[config.mk]
export PLATFORM = sky130hd
export DESIGN_NAME = hazard_unit_v2
export DESIGN_NICKNAME = d
export VERILOG_FILES = /design/src/rtl/hazard_pkg.sv /design/src/rtl/hazard_unit_v2_scoreboard.sv /design/src/rtl/hazard_unit_v2.sv
export SDC_FILE = /design/constraint.sdc
export NUM_CORES = 1
export LEC_CHECK = 0
export BUFFER_PORTS_ARGS = -buffer_cell sky130_fd_sc_hd__buf_2
export CORE_ASPECT_RATIO = 1.4
export CORE_UTILIZATION = 54
export DETAILED_ROUTE_END_ITERATION = 8
export PLACE_DENSITY = 0.93
export SKIP_CTS_REPAIR_TIMING = 1
export SLEW_MARGIN = 20
export SYNTH_ARGS = -nofsm -noshare
export SYNTH_HDL_FRONTEND = slang
export SYNTH_SLANG_ARGS = --single-unit
[constraint.sdc]
create_clock -name clk -period 3.3 [get_ports clk]
set_input_delay 0.165 -clock clk [delete_from_list [all_inputs] [get_ports clk]]
set_output_delay 0.165 -clock clk [all_outputs]
set_load 0.1 [all_outputs]
[src/rtl/hazard_pkg.sv]
// Shared types and constants for the pipeline hazard controller.
package hazard_pkg;

  localparam int FLUSH_CW = 3;
  localparam int RD_MAXW  = 8;

  typedef enum logic {MD_IDLE, MD_BUSY} md_state_t;

  typedef struct packed {
    logic               v;
    logic [RD_MAXW-1:0] rd;
    logic               ld;
  } sb_entry_t;

  function automatic int sel_w(input int depth);
    return $clog2(depth + 1);
  endfunction

endpackage

[src/rtl/hazard_unit_v2_scoreboard.sv]
// In-flight producer shift register with priority bypass select and load-use detect.
module hz_scoreboard
  import hazard_pkg::*;
#(
  parameter int REG_AW    = 5,
  parameter int FWD_DEPTH = 2,
  parameter int SEL_W     = sel_w(FWD_DEPTH)
) (
  input  logic              clk,
  input  logic              rstn,
  input  logic              adv_i,
  input  logic              flush_i,
  input  logic              dst_en_i,
  input  logic [REG_AW-1:0] rd_i,
  input  logic [REG_AW-1:0] rs1_i,
  input  logic [REG_AW-1:0] rs2_i,
  input  logic              is_load_i,
  output logic [SEL_W-1:0]  src1_sel_o,
  output logic [SEL_W-1:0]  src2_sel_o,
  output logic              ldhaz_o
);

  sb_entry_t            sb_q [FWD_DEPTH];
  sb_entry_t            ins_d;
  logic [FWD_DEPTH-1:0] hit1;
  logic [FWD_DEPTH-1:0] hit2;

  for (genvar gi = 0; gi < FWD_DEPTH; gi++) begin : g_cmp
    assign hit1[gi] = sb_q[gi].v & (sb_q[gi].rd == RD_MAXW'(rs1_i)) & (rs1_i != '0);
    assign hit2[gi] = sb_q[gi].v & (sb_q[gi].rd == RD_MAXW'(rs2_i)) & (rs2_i != '0);
  end

  assign ldhaz_o = sb_q[0].v & sb_q[0].ld & (hit1[0] | hit2[0]);

  // A stalled load-use consumer inserts a bubble rather than itself.
  always_comb begin
    ins_d    = '0;
    ins_d.v  = dst_en_i & (rd_i != '0) & ~flush_i & ~ldhaz_o;
    ins_d.rd = RD_MAXW'(rd_i);
    ins_d.ld = is_load_i;
  end

  always_ff @(posedge clk) begin
    if (!rstn) begin
      for (int k = 0; k < FWD_DEPTH; k++) sb_q[k] <= '0;
    end else if (adv_i) begin
      sb_q[0] <= ins_d;
      for (int k = 1; k < FWD_DEPTH; k++) sb_q[k] <= sb_q[k-1];
    end
  end

  // Scan from the oldest entry so the youngest match wins.
  always_comb begin
    src1_sel_o = '0;
    src2_sel_o = '0;
    for (int k = FWD_DEPTH - 1; k >= 0; k--) begin
      if (hit1[k]) src1_sel_o = SEL_W'(k + 1);
      if (hit2[k]) src2_sel_o = SEL_W'(k + 1);
    end
  end

endmodule

[src/rtl/hazard_unit_v2.sv]
// Pipeline hazard controller: bypass selects, load-use/mul-div/cache stalls, flush windows.
module hazard_unit_v2
  import hazard_pkg::*;
#(
  parameter int REG_AW    = 5,
  parameter int FWD_DEPTH = 2,
  parameter int JMP_FLUSH = 2,
  parameter int BR_FLUSH  = 2,
  parameter int SEL_W     = sel_w(FWD_DEPTH)
) (
  input  logic              clk,
  input  logic              rstn,
  input  logic              id_dst_en_i,
  input  logic [REG_AW-1:0] id_rd_i,
  input  logic [REG_AW-1:0] id_rs1_i,
  input  logic [REG_AW-1:0] id_rs2_i,
  input  logic              id_is_load_i,
  input  logic              id_is_jump_i,
  input  logic              id_is_br_i,
  input  logic              id_is_md_i,
  input  logic              bp_taken_i,
  input  logic              ex_taken_i,
  input  logic              md_done_i,
  input  logic              ic_miss_i,
  input  logic              ic_arr_i,
  input  logic              dc_miss_i,
  input  logic              dc_arr_i,
  output logic [SEL_W-1:0]  src1_sel_o,
  output logic [SEL_W-1:0]  src2_sel_o,
  output logic              fd_st_o,
  output logic              de_st_o,
  output logic              em_st_o,
  output logic              flush_o
);

  localparam logic [FLUSH_CW-1:0] JMP_LD = FLUSH_CW'(JMP_FLUSH);
  localparam logic [FLUSH_CW-1:0] BR_LD  = FLUSH_CW'(BR_FLUSH - 1);

  md_state_t           md_q;
  logic                ic_flag_q, dc_flag_q;
  logic                br_v_q, br_pred_q;
  logic [FLUSH_CW-1:0] flush_cnt_q, flush_cnt_d;
  logic [SEL_W-1:0]    sel1, sel2;
  logic                ldhaz, ic_st, dc_st, md_st, mispred, flush;

  assign ic_st   = (ic_miss_i | ic_flag_q) & ~ic_arr_i;
  assign dc_st   = (dc_miss_i | dc_flag_q) & ~dc_arr_i;
  assign md_st   = (md_q == MD_BUSY) & ~md_done_i;
  assign mispred = br_v_q & (ex_taken_i != br_pred_q);
  assign flush   = (flush_cnt_q != '0) | mispred;

  hz_scoreboard #(
    .REG_AW    (REG_AW),
    .FWD_DEPTH (FWD_DEPTH),
    .SEL_W     (SEL_W)
  ) u_sb (
    .clk        (clk),
    .rstn       (rstn),
    .adv_i      (~dc_st),
    .flush_i    (flush),
    .dst_en_i   (id_dst_en_i),
    .rd_i       (id_rd_i),
    .rs1_i      (id_rs1_i),
    .rs2_i      (id_rs2_i),
    .is_load_i  (id_is_load_i),
    .src1_sel_o (sel1),
    .src2_sel_o (sel2),
    .ldhaz_o    (ldhaz)
  );

  // Overlapping windows keep whichever has the most cycles left.
  always_comb begin
    flush_cnt_d = (flush_cnt_q != '0) ? flush_cnt_q - 1'b1 : '0;
    if (id_is_jump_i && !flush && (JMP_LD > flush_cnt_d)) flush_cnt_d = JMP_LD;
    if (mispred && (BR_LD > flush_cnt_d)) flush_cnt_d = BR_LD;
  end

  always_ff @(posedge clk) begin
    if (!rstn) begin
      flush_cnt_q <= '0;
      br_v_q      <= 1'b0;
      br_pred_q   <= 1'b0;
    end else if (!dc_st) begin
      flush_cnt_q <= flush_cnt_d;
      br_v_q      <= id_is_br_i & ~flush;
      br_pred_q   <= bp_taken_i;
    end
  end

  always_ff @(posedge clk) begin
    if (!rstn) begin
      ic_flag_q <= 1'b0;
      dc_flag_q <= 1'b0;
    end else begin
      ic_flag_q <= (ic_flag_q | ic_miss_i) & ~ic_arr_i;
      dc_flag_q <= (dc_flag_q | dc_miss_i) & ~dc_arr_i;
    end
  end

  always_ff @(posedge clk) begin
    if (!rstn) begin
      md_q <= MD_IDLE;
    end else begin
      case (md_q)
        MD_IDLE: if (id_is_md_i && !flush && !dc_st) md_q <= MD_BUSY;
        MD_BUSY: if (md_done_i) md_q <= MD_IDLE;
        default: md_q <= MD_IDLE;
      endcase
    end
  end

  assign src1_sel_o = rstn ? sel1 : '0;
  assign src2_sel_o = rstn ? sel2 : '0;
  assign fd_st_o    = rstn & (ic_st | dc_st | ldhaz | md_st);
  assign de_st_o    = rstn & (ldhaz | dc_st | md_st);
  assign em_st_o    = rstn & dc_st;
  assign flush_o    = rstn & flush;

endmodule

### After elaboration in Yosys (flattened, before gate mapping)

Memories as Yosys holds them, arrays and structs flattened.
Index checks and enable logic that the tools add are counted.

| operators by class | value |
|---|---|
| bitwise logic cells | 39 |
| magnitude comparators | 2 |
| reduce and logical (&&, ||, !) cells | 11 |
| multiplexer cells | 18 |
| add/subtract/negate cells | 1 |
| equal/unequal tests | 5 |

Operator list:

| operator | number |
|---|---|
| $eq 8x5->1 | 4 |
| $and 1x1->1 | 22 |
| $mux 10 | 2 |
| $reduce_bool 5->1 | 3 |
| $mux 2 | 6 |
| $or 1x1->1 | 11 |
| $mux 3 | 3 |
| $mux 1 | 6 |
| $not 1->1 | 6 |
| $logic_and 1x1->1 | 5 |
| $gt 1x3->1 const A | 1 |
| $gt 2x3->1 const A | 1 |
| $reduce_bool 3->1 | 1 |
| $sub 3x1->3 const B | 1 |
| $logic_not 1->1 | 2 |
| $pmux 1 s2 | 1 |
| $ne 1x1->1 | 1 |

| word-level totals | value |
|---|---|
| bits in registers | 8 |
| RAM bits | 20 |
| input port bits | 29 |
| memories kept | 1 |

Memories:

| name | depth | bits a word | read ports | clocked after Yosys merged registers in | wr ports | line | source |
|---|---|---|---|---|---|---|---|
| u_sb.sb_q | 2 | 10 | 2 | 0 | 2 | hazard_unit_v2_scoreboard.sv:23 | `sb_entry_t sb_q [FWD_DEPTH];` |

### Depth between registers and ports, before layout

Gate-level depths: netlist of run 1.

| logic depth | value |
|---|---|
| depth in word-level cells | 10 |
| mapped depth | 5 |
| depth with buffers taken out | 5 |

### Cells and area by module

Synthesis of run 1 repeated with hierarchy kept, for this count alone.

| unflattened totals | value |
|---|---|
| cell total of the unflattened synthesis | 123 |
| area, all modules | 1222.4 sq um |

Modules (own cells, without submodules):

| module | instances | cells an instance | area each (sq um) | seq. area each (sq um) |
|---|---|---|---|---|
| hz_scoreboard | 1 | 67 | 783.3 | 390.4 |
| hazard_unit_v2 | 1 | 56 | 439.2 | 160.2 |

### Worst setup path after synthesis of run 1

OpenSTA, ideal clock, no wires.

| timing path | value |
|---|---|
| path type | input to output |
| from | input port id_rs1_i[1] |
| to | output port src1_sel_o[1] |
| slack | -0.662 ns |
| stages on the path | 4 |
| arrival time | 3.797 ns |
| data required time | 3.135 ns |
| path through | or4_1 -> nor2_1 -> nor4_1 -> nor4_1 |

| between the ends | value |
|---|---|
| cells in the longest elaborated chain, start to end | 6 |

RTL lines:

| what | line | source |
|---|---|---|
| start: declaration | hazard_unit_v2.sv:15 | `input logic [REG_AW-1:0] id_rs1_i,` |
| $eq 8x5->1 | hazard_unit_v2_scoreboard.sv:29 | `assign hit1[gi] = sb_q[gi].v & (sb_q[gi].rd == RD_MAXW'(rs1_i)) & (rs1_i != '0);` |
| $and 1x1->1 (2 in a row) | hazard_unit_v2_scoreboard.sv:29 |  |
| $mux 2 | hazard_unit_v2_scoreboard.sv:57 | `if (hit1[k]) src1_sel_o = SEL_W'(k + 1);` |
| $mux 2 * | hazard_unit_v2_scoreboard.sv:57 |  |
| $mux 2 * | hazard_unit_v2.sv:112 | `assign src1_sel_o = rstn ? sel1 : '0;` |
| end: declaration | hazard_unit_v2.sv:28 | `output logic [SEL_W-1:0] src1_sel_o,` |

Mark *: on every way between the ends. The rest lies on a longest branch, timed or not.

==> results of run 1 <==
[metal layers]
layer | up-vias | routed length, um
li1 | 488 | -
met1 | 456 | 1010
met2 | 49 | 1490
met3 | 7 | 135
met4 | 0 | 59
met5 | - | 0
[through the flow]
stage / area [um^2] / setup slack (ns)
floorplan: 1200 / 0.462
global placement: 1390 / 1.30
detailed placement: 1390 / 1.12
CTS: 1410 / 0.775
global route: 1410 / 0.517
finish: 1410 / 0.753
[cell usage in the layout, fill, tap and decap left out, types with 2 or more instances in the layout]
cell      instances
buf_2            36
xnor2_1          16
edfxtp_1         13
and3_1           12
dfxtp_1           8
nor2_1            6
nand2_1           6
xor2_1            5
nand4_1           4
nor4_2            4
a21boi_0          4
and2_1            3
nand3_1           3
clkbuf_4          3
or4_1             2
nor2b_1           2
a21boi_1          2
inv_1             2
o21ai_0           2
o311a_1           2
[tightest hold or removal path, delay by kind of cell]
kind | cells | cell delay (ns)
compound gates | 1 | 0.07
buf+inv | 1 | 0.09
simple gates | 1 | 0.04
[worst min-delay path by stage]
| stage | endpoint | cells past startpoint | slack [ns] |
|---|---|---|---|
| 6_report | br_pred_q | 3 | 0.1 |
| 5_1_grt | br_pred_q | 3 | 0.11 |
| 4_1_cts | br_pred_q | 3 | 0.10 |
| 3_5_place_dp | br_pred_q | 3 | 0.44 |
| 3_3_place_gp | br_pred_q | 3 | 0.42 |
| 2_1_floorplan | br_pred_q | 2 | 0.31 |
[logic make-up (layout without fill, tap and decap cells)]
logic type | count (synthesis) | in the layout | synth area share [%]
flops | 21 | 21 | 46.4
compound gates | 14 | 14 | 9.18
buf+inv | 7 | 42 | 2.22
xor+xnor | 21 | 21 | 15.5
simple gates | 51 | 51 | 26.7
[registers in the layout (all words and copies together) (netlist names)]
| name | count |
|---|---|
| dc_flag_q | 1 |
| md_q | 1 |
| br_v_q | 1 |
| u_sb.sb_q | 13 |
| ic_flag_q | 1 |
| flush_cnt_q | 3 |
| br_pred_q | 1 |
[power by group through the flow]
| stage | clock (uW) | combinational, uW | sequential, uW |
|---|---|---|---|
| after floorplan | 0 | 93.0 | 318 |
| after global placement | 0 | 127 | 321 |
| after detailed placement | 0 | 132 | 323 |
| after CTS | 126 | 132 | 317 |
| after global routing | 138 | 143 | 320 |
| final | 126 | 132 | 317 |
[final cells by class]
class                   count  area share, %
clock buffers               3           1.59
clock inverters             1          0.354
inverters                   2          0.531
multi-input cells          86           44.0
flip-flops and latches     21           38.9
well taps                  21           1.86
repair buffers             36           12.7
==> impl_metrics.csv, run 1 <==
group,metric,value,unit
sta,period_minus_slack,2.55,ns
run_status,status,"finished, final reports clean",
worst_setup_path,cp_slowest_stage_delay,0.51,ns
floorplan,ios,37,
worst_setup_path,critPathBufInv,1,
routing,viasPerCell,5.88,
synthesis,synth_most_common_cell,"xnor2_1",
finish,layoutNonFillerInstCount,170,
synthesis,synth_enable_flop_cells,13,
sta,tightestPinTransition,0.669,ns
clock_tree,clkSinkCount,21,
global_route,top_usage_layer,"met2",
worst_setup_path,cp_max_fo,3,
sta,clock_skew,0.00476,ns
sta,whs,0.0987,ns
sta,setup_viol,0,
finish,finalNetCount,179,
clock_tree,cts_tree,"done",
clock_tree,clock_path_buffers,2,
clock_tree,clk_pin_slew_worst_paths,0.12,ns
power,pwr-share-clk,21.9,%
sta,timing.final.hold_violations,0,
synthesis,ys_types,32,
synthesis,ys_ff_latch,21,
worst_setup_path,start_kind,"flop",
sta,finalSetupTns,0,ns
worst_setup_path,rr_worst_depth,5,
worst_setup_path,crit_cells,6,
finish,antennaDiodeCount,0,
synthesis,synthCells,114,
sta,rsz0062_at_grt,"no",
clock_tree,clk_root_buffer_cell,"clkbuf_4",
worst_setup_path,rr_endpoint,"u_sb.sb_q[0][9]",
power,p_sw,177,uW
sta,slew_viol_final,0,
sta,fmax,393,MHz
synthesis,yosys-top-cells-count,"xnor2_1 (16), edfxtp_1 (13), and3_1 (12)",
worst_setup_path,path_cells,"xnor2_1, nand4_1, nor4_1, o211ai_2, a21boi_1, buf_2",
power,swShare,30.9,%
place,gp_congestion,0.860,
floorplan,die_h,57.5,um
routing,vias,1000,
clock_tree,cts_made_buffers,3,
global_route,grt_antenna_before_repair,0,
power,power_leakage,0.000625,uW
synthesis,yosysTopAreaCell,"edfxtp_1",
synthesis,async_reset_ff_share,0,%
synthesis,syn-mean-instance-area,10.4,um^2
synthesis,yosysWarnings,0,
power,internal-power,397,uW
power,power_density,406,nW/um^2
synthesis,synth.area.top_cells,"edfxtp_1 (33%), dfxtp_1 (14%), xnor2_1 (12%)",
finish,syn2layout_area_growth,19.2,%
sta,relSlewSlack,55.0,%
routing,dr.pass1.iters,4,
synthesis,syn_nets,143,
global_route,first_global_vias,1056,
worst_setup_path,reg2reg_slack,1.40,ns
place,portBuffers,36,
worst_setup_path,cp_data_required_time,3.13,ns
floorplan,initial_core_util,58.7,%
floorplan,die_w,41.6,um
routing,drc,0,
floorplan,core-area,2020,um^2
routing,drt_iter0_drc,19,
worst_setup_path,worstSetupEndpointType,"output port",
floorplan,rows,19,
worst_setup_path,worstPathArrival,2.38,ns
routing,wl_per_cell,15.9,um
power,finalPower,574,uW
synthesis,yosysTopAreaCellShare,32.9,%
flow_run,cap_violations,0,
finish,ff_latch_area,551,um^2
synthesis,synth_seq_area_share,46.4,%
power,power_frac_seq,55.2,%
routing,postRouteAntennaNets,0,
synthesis,syn-cell-area,1190,um^2
synthesis,synth_flop_cell,"edfxtp_1",
finish,drive_gt1_share,32.9,%
global_route,use_met3,3.80,%
worst_setup_path,startpoint,"u_sb.sb_q[0][5]",
finish,multi_input_area,622,um^2
hold_path,hold_path.class,"in -> reg",
finish,n_fill_cell,156,
clock_tree,clkLatencyLatePin,0.31,ns
worst_setup_path,cp_top_family,"simple AND/OR/NAND/NOR gates",
worst_setup_path,critPathSlowestCell,"nor4_1",
sta,finalCritPeriodShare,77.2,%
place,dp_cells,166,
clock_tree,htree_levels,1,
worst_setup_path,timing.rr.start,"u_sb.sb_q[0][5]",
worst_setup_path,critPathKind,"reg -> out",
worst_setup_path,endpoint,"de_st_o",
global_route,gr-total-overflow,0,
global_route,grt_max_degree,29,
global_route,grt_pass1_wl,4.68,mm
routing,finalWirelength,2.70,mm
floorplan,fp.dieArea,2390,um^2
global_route,grtUsageMet1,27.5,%
place,dp_hpwl,2.12,mm
global_route,globalRouteMet2Util,48.0,%
hold_path,holdCritStartpoint,"bp_taken_i",
finish,final_util,70.0,%
global_route,grt_use_total,25.3,%
power,combPwrFrac,22.9,%
power,ir_drop,0.298,mV
No activity file was read; power rests on OpenSTA's default activity.
==> inputs of run 2 (changes only) <==
Settings changed: ABC_AREA set to 1, CORE_UTILIZATION 54 to 46, PLACE_DENSITY 0.93 to 0.84.
Clock period 3.3 ns to 2.14 ns, I/O delays scaled along.
==> run 2 against run 1 <==
- utilization is 11 points lower
- count of clock-buffer cells in the layout stayed put
- routed wire length is 3.2% higher
- power is 58% higher
- sequential share of layout area is 3.5 points lower
- cell area is 9.8% higher
- clock power is 53% higher
==> impl_metrics.csv, run 2 <==
group,metric,value,unit
run_status,status,"finished, final reports clean",
synthesis,syn-mean-instance-area,6.85,um^2
worst_setup_path,cp_max_fo,3,
finish,finalNetCount,256,
global_route,grt_max_degree,17,
power,finalPower,910,uW
finish,final_util,59.4,%
worst_setup_path,timing.rr.start,"dc_flag_q",
place,dp_hpwl,2.24,mm
hold_path,holdCritStartpoint,"bp_taken_i",
global_route,gr-total-overflow,0,
floorplan,rows,22,
clock_tree,clkSinkCount,21,
sta,finalSetupTns,0,ns
synthesis,synth.area.top_cells,"edfxtp_1 (31%), nand2_1 (16%), dfxtp_1 (13%)",
sta,fmax,513,MHz
finish,reg.largest.list,"u_sb.sb_q: 13 flops, flush_cnt_q: 3 flops",
synthesis,yosys-top-cells-count,"nand2_1 (54), inv_1 (36), nor2_1 (30)",
floorplan,ios,37,
synthesis,syn_nets,215,
worst_setup_path,rr_worst_depth,5,
sta,whs,0.00479,ns
synthesis,yosysWarnings,0,
sta,timing.final.hold_violations,0,
floorplan,initial_core_util,48.8,%
hold_path,hold_path.class,"in -> reg",
sta,tightestPinTransition,0.572,ns
synthesis,ys_ff_latch,21,
synthesis,yosysTopAreaCell,"edfxtp_1",
synthesis,synth_seq_area_share,43.2,%
flow_run,cap_violations,0,
sta,period_minus_slack,1.95,ns
finish,syn2layout_area_growth,21.8,%
routing,viasPerCell,4.87,
finish,stdcell_area,1550,um^2
worst_setup_path,worstSetupEndpointType,"output port",
clock_tree,cts_tree,"done",
worst_setup_path,reg2reg_slack,0.62,ns
global_route,grt_pass1_wl,4.29,mm
sta,setup_viol,0,
sta,rsz0062_at_grt,"no",
routing,drc,0,
hold_path,min_path_cells,3,
finish,antennaDiodeCount,0,
clock_tree,cts_made_buffers,3,
finish,largest_reg_flops,13,
finish,final_common_cell,"nand2_1",
global_route,grt_use_total,19.4,%
synthesis,yosysTopAreaCellShare,30.6,%
synthesis,async_reset_ff_share,0,%
floorplan,die_w,46.5,um
worst_setup_path,worstPathArrival,1.84,ns
floorplan,core-area,2620,um^2
synthesis,ys_types,24,
routing,drt_iter0_drc,39,
hold_path,hold_path_end,"br_pred_q",
global_route,first_global_vias,1126,
routing,wl_per_cell,10.6,um
floorplan,die_h,64.3,um
clock_tree,clkLatencyLatePin,0.31,ns
synthesis,synth_enable_flop_cells,13,
synthesis,syn-cell-area,1270,um^2
sta,clock_skew,0.00716,ns
finish,drive_gt1_share,24.3,%
routing,vias,1275,
worst_setup_path,rr_endpoint,"u_sb.sb_q[0][5]",
clock_tree,htree_levels,1,
power,power_density,586,nW/um^2
worst_setup_path,path_cells,"inv_1, nand2_1, nand2_1, inv_1, nand2_1, nor2_2, nand2_1, nand2_1, nand2_1, nand2_1, nand2_1, nand2_1, clkbuf_4",
synthesis,synthCells,186,
clock_tree,clk_pin_slew_worst_paths,0.12,ns
power,power_leakage,0.000816,uW
worst_setup_path,critPathSlowestCell,"edfxtp_1",
worst_setup_path,cp_data_required_time,2.03,ns
sta,slew_viol_final,0,
finish,layout_common_cells,"nand2_1 (54), inv_1 (36), buf_2 (34)",
finish,regMostFlops,"u_sb.sb_q",
sta,relSlewSlack,61.8,%
place,place_area,1510,um^2
worst_setup_path,cp_slowest_stage_delay,0.44,ns
routing,postRouteAntennaNets,0,
power,ir_drop,0.365,mV
synthesis,synth_most_common_cell,"nand2_1",
place,portBuffers,36,
synthesis,synth_flop_cell,"edfxtp_1",
clock_tree,clk_root_buffer_cell,"clkbuf_4",
place,gp_congestion,0.840,
routing,dr.pass1.iters,5,
worst_setup_path,critPathMostFrequentCell,"nand2_1",
worst_setup_path,start_kind,"flop",
routing,finalWirelength,2.78,mm
clock_tree,clock_path_buffers,2,
sta,finalCritPeriodShare,91.0,%
worst_setup_path,critPathKind,"reg -> out",
floorplan,fp.dieArea,2990,um^2
global_route,grt_antenna_before_repair,0,
==> run 2: cell count changes in the layout (fill, tap and decap cells not counted), sizes merged, moves of 4 or more <==
cell    previous run  this run
nand2              6        56
inv                2        41
nor2               7        35
xnor2             16         1
and3              12         1
a21boi             6         0
a21oi              1         5
and2               4         0
nor4               5         1
==> run 2: power breakdown <==
group          leakage, uW  internal (uW)  switching [uW]
Combinational     0.000584           75.0             162
Sequential        0.000214            462            18.2
Clock            0.0000177           69.9             123
==> run 2: worst max-delay path: cells and delay by family (launching register included) <==
family	cells	cell delay, ns
AND/OR/NAND/NOR	10	0.66
flip-flops	1	0.44
buffers and inverters	3	0.43
==> run 2: worst max-delay path by stage <==
stage / startpoint / end / slack, ns / cells after the start
final: u_sb.sb_q[0][2] / fd_st_o / 0.19 / 13
after global routing: u_sb.sb_q[0][3] / fd_st_o / 0.04 / 12
after CTS: u_sb.sb_q[0][3] / fd_st_o / 0.10 / 12
after detailed placement: u_sb.sb_q[0][3] / fd_st_o / 0.44 / 12
after global placement: u_sb.sb_q[0][3] / fd_st_o / 0.47 / 12
after floorplan: u_sb.sb_q[0][11] / src1_sel_o[1] / 0.05 / 4
==> run 2: layout make-up <==
class / instances / area (um^2)
fillers: 257 / 1060
clock buffers: 3 / 22.5
repair buffers: 37 / 195
flip-flops and latches: 21 / 551
clock inverters: 1 / 5.00
multi-input cells: 123 / 581
well taps: 36 / 45.0
inverters: 41 / 154
==> run 2: metrics by stage <==
stage / setup slack, ns / instances
finish: 0.192 / 262
detailed placement: 0.444 / 257
floorplan: 0.0452 / 186
global route: 0.0394 / 262
global placement: 0.467 / 257
CTS: 0.105 / 261
==> run 2: per-layer routing <==
layer	track usage, %	vias to the layer above	part of all wire [%]
met1	20.4	573	40
li1	-	657	-
met4	9.56	0	3.2
met5	0	-	0
met3	2.26	11	3.5
met2	35.2	34	54
==> run 2: cell families after synthesis <==
kind of cell	Yosys count	synth area share (%)
AOI/OAI and AO/OA	16	7.75
xor gates and xnor gates	3	2.06
buffers and inverters	42	12.5
DFF	21	43.2
and+or+nand+nor	104	34.5
==> inputs of run 3 (changes only) <==
Settings changed: ABC_AREA 1 to not set, CORE_UTILIZATION 46 to 45, PLACE_DENSITY 0.84 to 0.83.
==> run 3 against run 2 <==
- cell count down 29%
- critical path depth down 7
- combinational power fell by 2%
- sequential cell count unchanged
- clock power fell by 7%
- hold slack better by 0.055 ns
- sequential share of layout area fell by 0.97 points
- power decreased by 1.1%
- non-clock buffer count grew 3
==> impl_metrics.csv, run 3 (same netlist as run 1, synthesis figures left out) <==
group,metric,value,unit
routing,wl_met1,1.00,mm
routing,drt_iter0_drc,26,
hold_path,hold_path_end,"br_pred_q",
finish,layout_common_cells,"buf_2 (30), xnor2_1 (15), edfxtp_1 (13)",
sta,period_minus_slack,2.14,ns
run_status,status,"finished, final reports clean",
worst_setup_path,rr_worst_depth,5,
worst_setup_path,cp_data_required_time,2.03,ns
worst_setup_path,reg2reg_slack,0.40,ns
finish,syn2layout_area_growth,34.6,%
global_route,grt_use_total,19.5,%
finish,regMostFlops,"u_sb.sb_q",
finish,reg.largest.list,"u_sb.sb_q: 13 flops, flush_cnt_q: 3 flops",
flow_run,cap_violations,0,
worst_setup_path,cp_top_family,"simple AND/OR/NAND/NOR gates",
floorplan,die_w,45.4,um
place,dp_slack,0.0575,ns
floorplan,initial_core_util,48.5,%
floorplan,core-area,2440,um^2
worst_setup_path,rr_endpoint,"u_sb.sb_q[0][9]",
worst_setup_path,critPathSlowestCell,"edfxtp_1",
global_route,grt_pass1_wl,4.20,mm
floorplan,fp.dieArea,2850,um^2
sta,fmax,468,MHz
power,p_sw,271,uW
hold_path,min_path_cells,3,
worst_setup_path,cp_max_fo,3,
finish,multi_input_area,681,um^2
finish,layoutNonFillerInstCount,187,
sta,slew_viol_final,0,
worst_setup_path,critPathBufInv,1,
power,swShare,30.1,%
sta,relSlewSlack,61.3,%
worst_setup_path,path_cells,"xnor2_2, nand4_1, nor4_4, o211ai_2, a21boi_2, buf_12",
global_route,first_global_vias,987,
place,dp_cells,180,
clock_tree,clk_pin_slew_worst_paths,0.11,ns
sta,tightestPinTransition,0.579,ns
global_route,grt_max_degree,29,
power,power_leakage,0.000667,uW
finish,final_util,65.3,%
clock_tree,clk_root_buffer_cell,"clkbuf_4",
worst_setup_path,cp_slowest_stage_delay,0.46,ns
sta,setup_viol,0,
clock_tree,cts_made_buffers,3,
place,portBuffers,36,
worst_setup_path,critPathKind,"reg -> out",
power,finalPower,900,uW
routing,wl_met3,107,um
finish,final_common_cell,"buf_2",
finish,drive_gt1_share,37.9,%
clock_tree,clock_path_buffers,2,
sta,rsz0062_at_grt,"yes",
floorplan,ios,37,
place,dp_hpwl,2.03,mm
floorplan,rows,21,
power,power_density,564,nW/um^2
routing,wl_met2,1.52,mm
sta,timing.final.hold_violations,0,
worst_setup_path,worstPathArrival,2.03,ns
finish,finalNetCount,183,
routing,dr.max_layer_used,"met4",
routing,vias,1019,
clock_tree,htree_levels,1,
global_route,grt_antenna_before_repair,0,
power,ir_drop,0.500,mV
global_route,gr-total-overflow,0,
worst_setup_path,start_kind,"flop",
clock_tree,clkSinkCount,21,
clock_tree,cts_tree,"done",
power,combPwrFrac,25.9,%
sta,layout_setup_ws,0.00495,ns
hold_path,holdCritStartpoint,"bp_taken_i",
finish,n_fill_cell,205,
power,internal-power,629,uW
power,pwr-share-clk,19.9,%
finish,ff_latch_area,551,um^2
routing,drc,0,
sta,clock_skew,0.00875,ns
routing,dr.pass1.iters,4,
routing,finalWirelength,2.70,mm
sta,finalCritPeriodShare,99.8,%
routing,postRouteAntennaNets,0,
clock_tree,clkLatencyLatePin,0.29,ns
place,gp_congestion,0.818,
hold_path,hold_path.class,"in -> reg",
finish,antennaDiodeCount,0,
power,power_frac_seq,54.2,%
routing,viasPerCell,5.45,
floorplan,die_h,62.7,um
routing,wl_per_cell,14.4,um
worst_setup_path,timing.rr.start,"u_sb.sb_q[0][2]",
worst_setup_path,worstSetupEndpointType,"output port",
finish,largest_reg_flops,13,
[run 3: cell types whose count changed in the layout (fill, tap and decap cells not counted), sizes merged, moves of 3 or more]
cell and change:
a21boi +6, nand3 -3, xnor2 +15, xor2 +3, nand2 -50, a21oi -4, nor2 -28, or4 +3
and2 +4, nor4 +4, inv -39, buf +5, and3 +11
[run 3: cell type report]
class,count,share of cell area (%)
flip-flops and latches,21,34.5
inverters,2,0.470
clock buffers,3,1.41
repair buffers,40,18.0
clock inverters,1,0.313
well taps,34,2.66
multi-input cells,86,42.6
[run 3: power by group through the flow]
stage,clock network (uW),registers (uW),logic (uW)
4_1_cts,187,487,220
3_3_place_gp,0,494,211
3_5_place_dp,0,496,219
6_report,179,488,233
5_1_grt,205,492,250
2_1_floorplan,0,491,148
[run 3: worst max-delay path by stage]
| stage | start | endpoint | cells past startpoint |
|---|---|---|---|
| floorplan | u_sb.sb_q[0][3] | de_st_o | 5 |
| global placement | u_sb.sb_q[0][3] | de_st_o | 6 |
| detailed placement | u_sb.sb_q[0][5] | fd_st_o | 6 |
| CTS | u_sb.sb_q[0][4] | fd_st_o | 6 |
| global route | u_sb.sb_q[0][2] | fd_st_o | 6 |
| finish | u_sb.sb_q[0][2] | fd_st_o | 6 |
[run 3: metal layers]
metal | track usage (%) | vias up
met1 | 21.8 | 479
met2 | 35.5 | 37
met4 | 6.82 | 0
met5 | 0 | -
met3 | 2.31 | 6
li1 | - | 497
[run 3: metrics by stage]
stage,hold WS (ns),setup TNS (ns),cell area (um^2)
2_1_floorplan,0.254,-0.551,1230
3_3_place_gp,0.360,0,1510
3_5_place_dp,0.381,0,1510
4_1_cts,0.0594,-0.635,1540
5_1_grt,0.0580,-0.451,1600
6_report,0.0600,0,1600
[run 3: worst register-to-register path, cell delays in order (launching register included)]
cell	delay, ns
edfxtp_1	0.46
xnor2_2	0.17
nand4_1	0.16
nor4_4	0.35
o211ai_2	0.16
and4_1	0.20
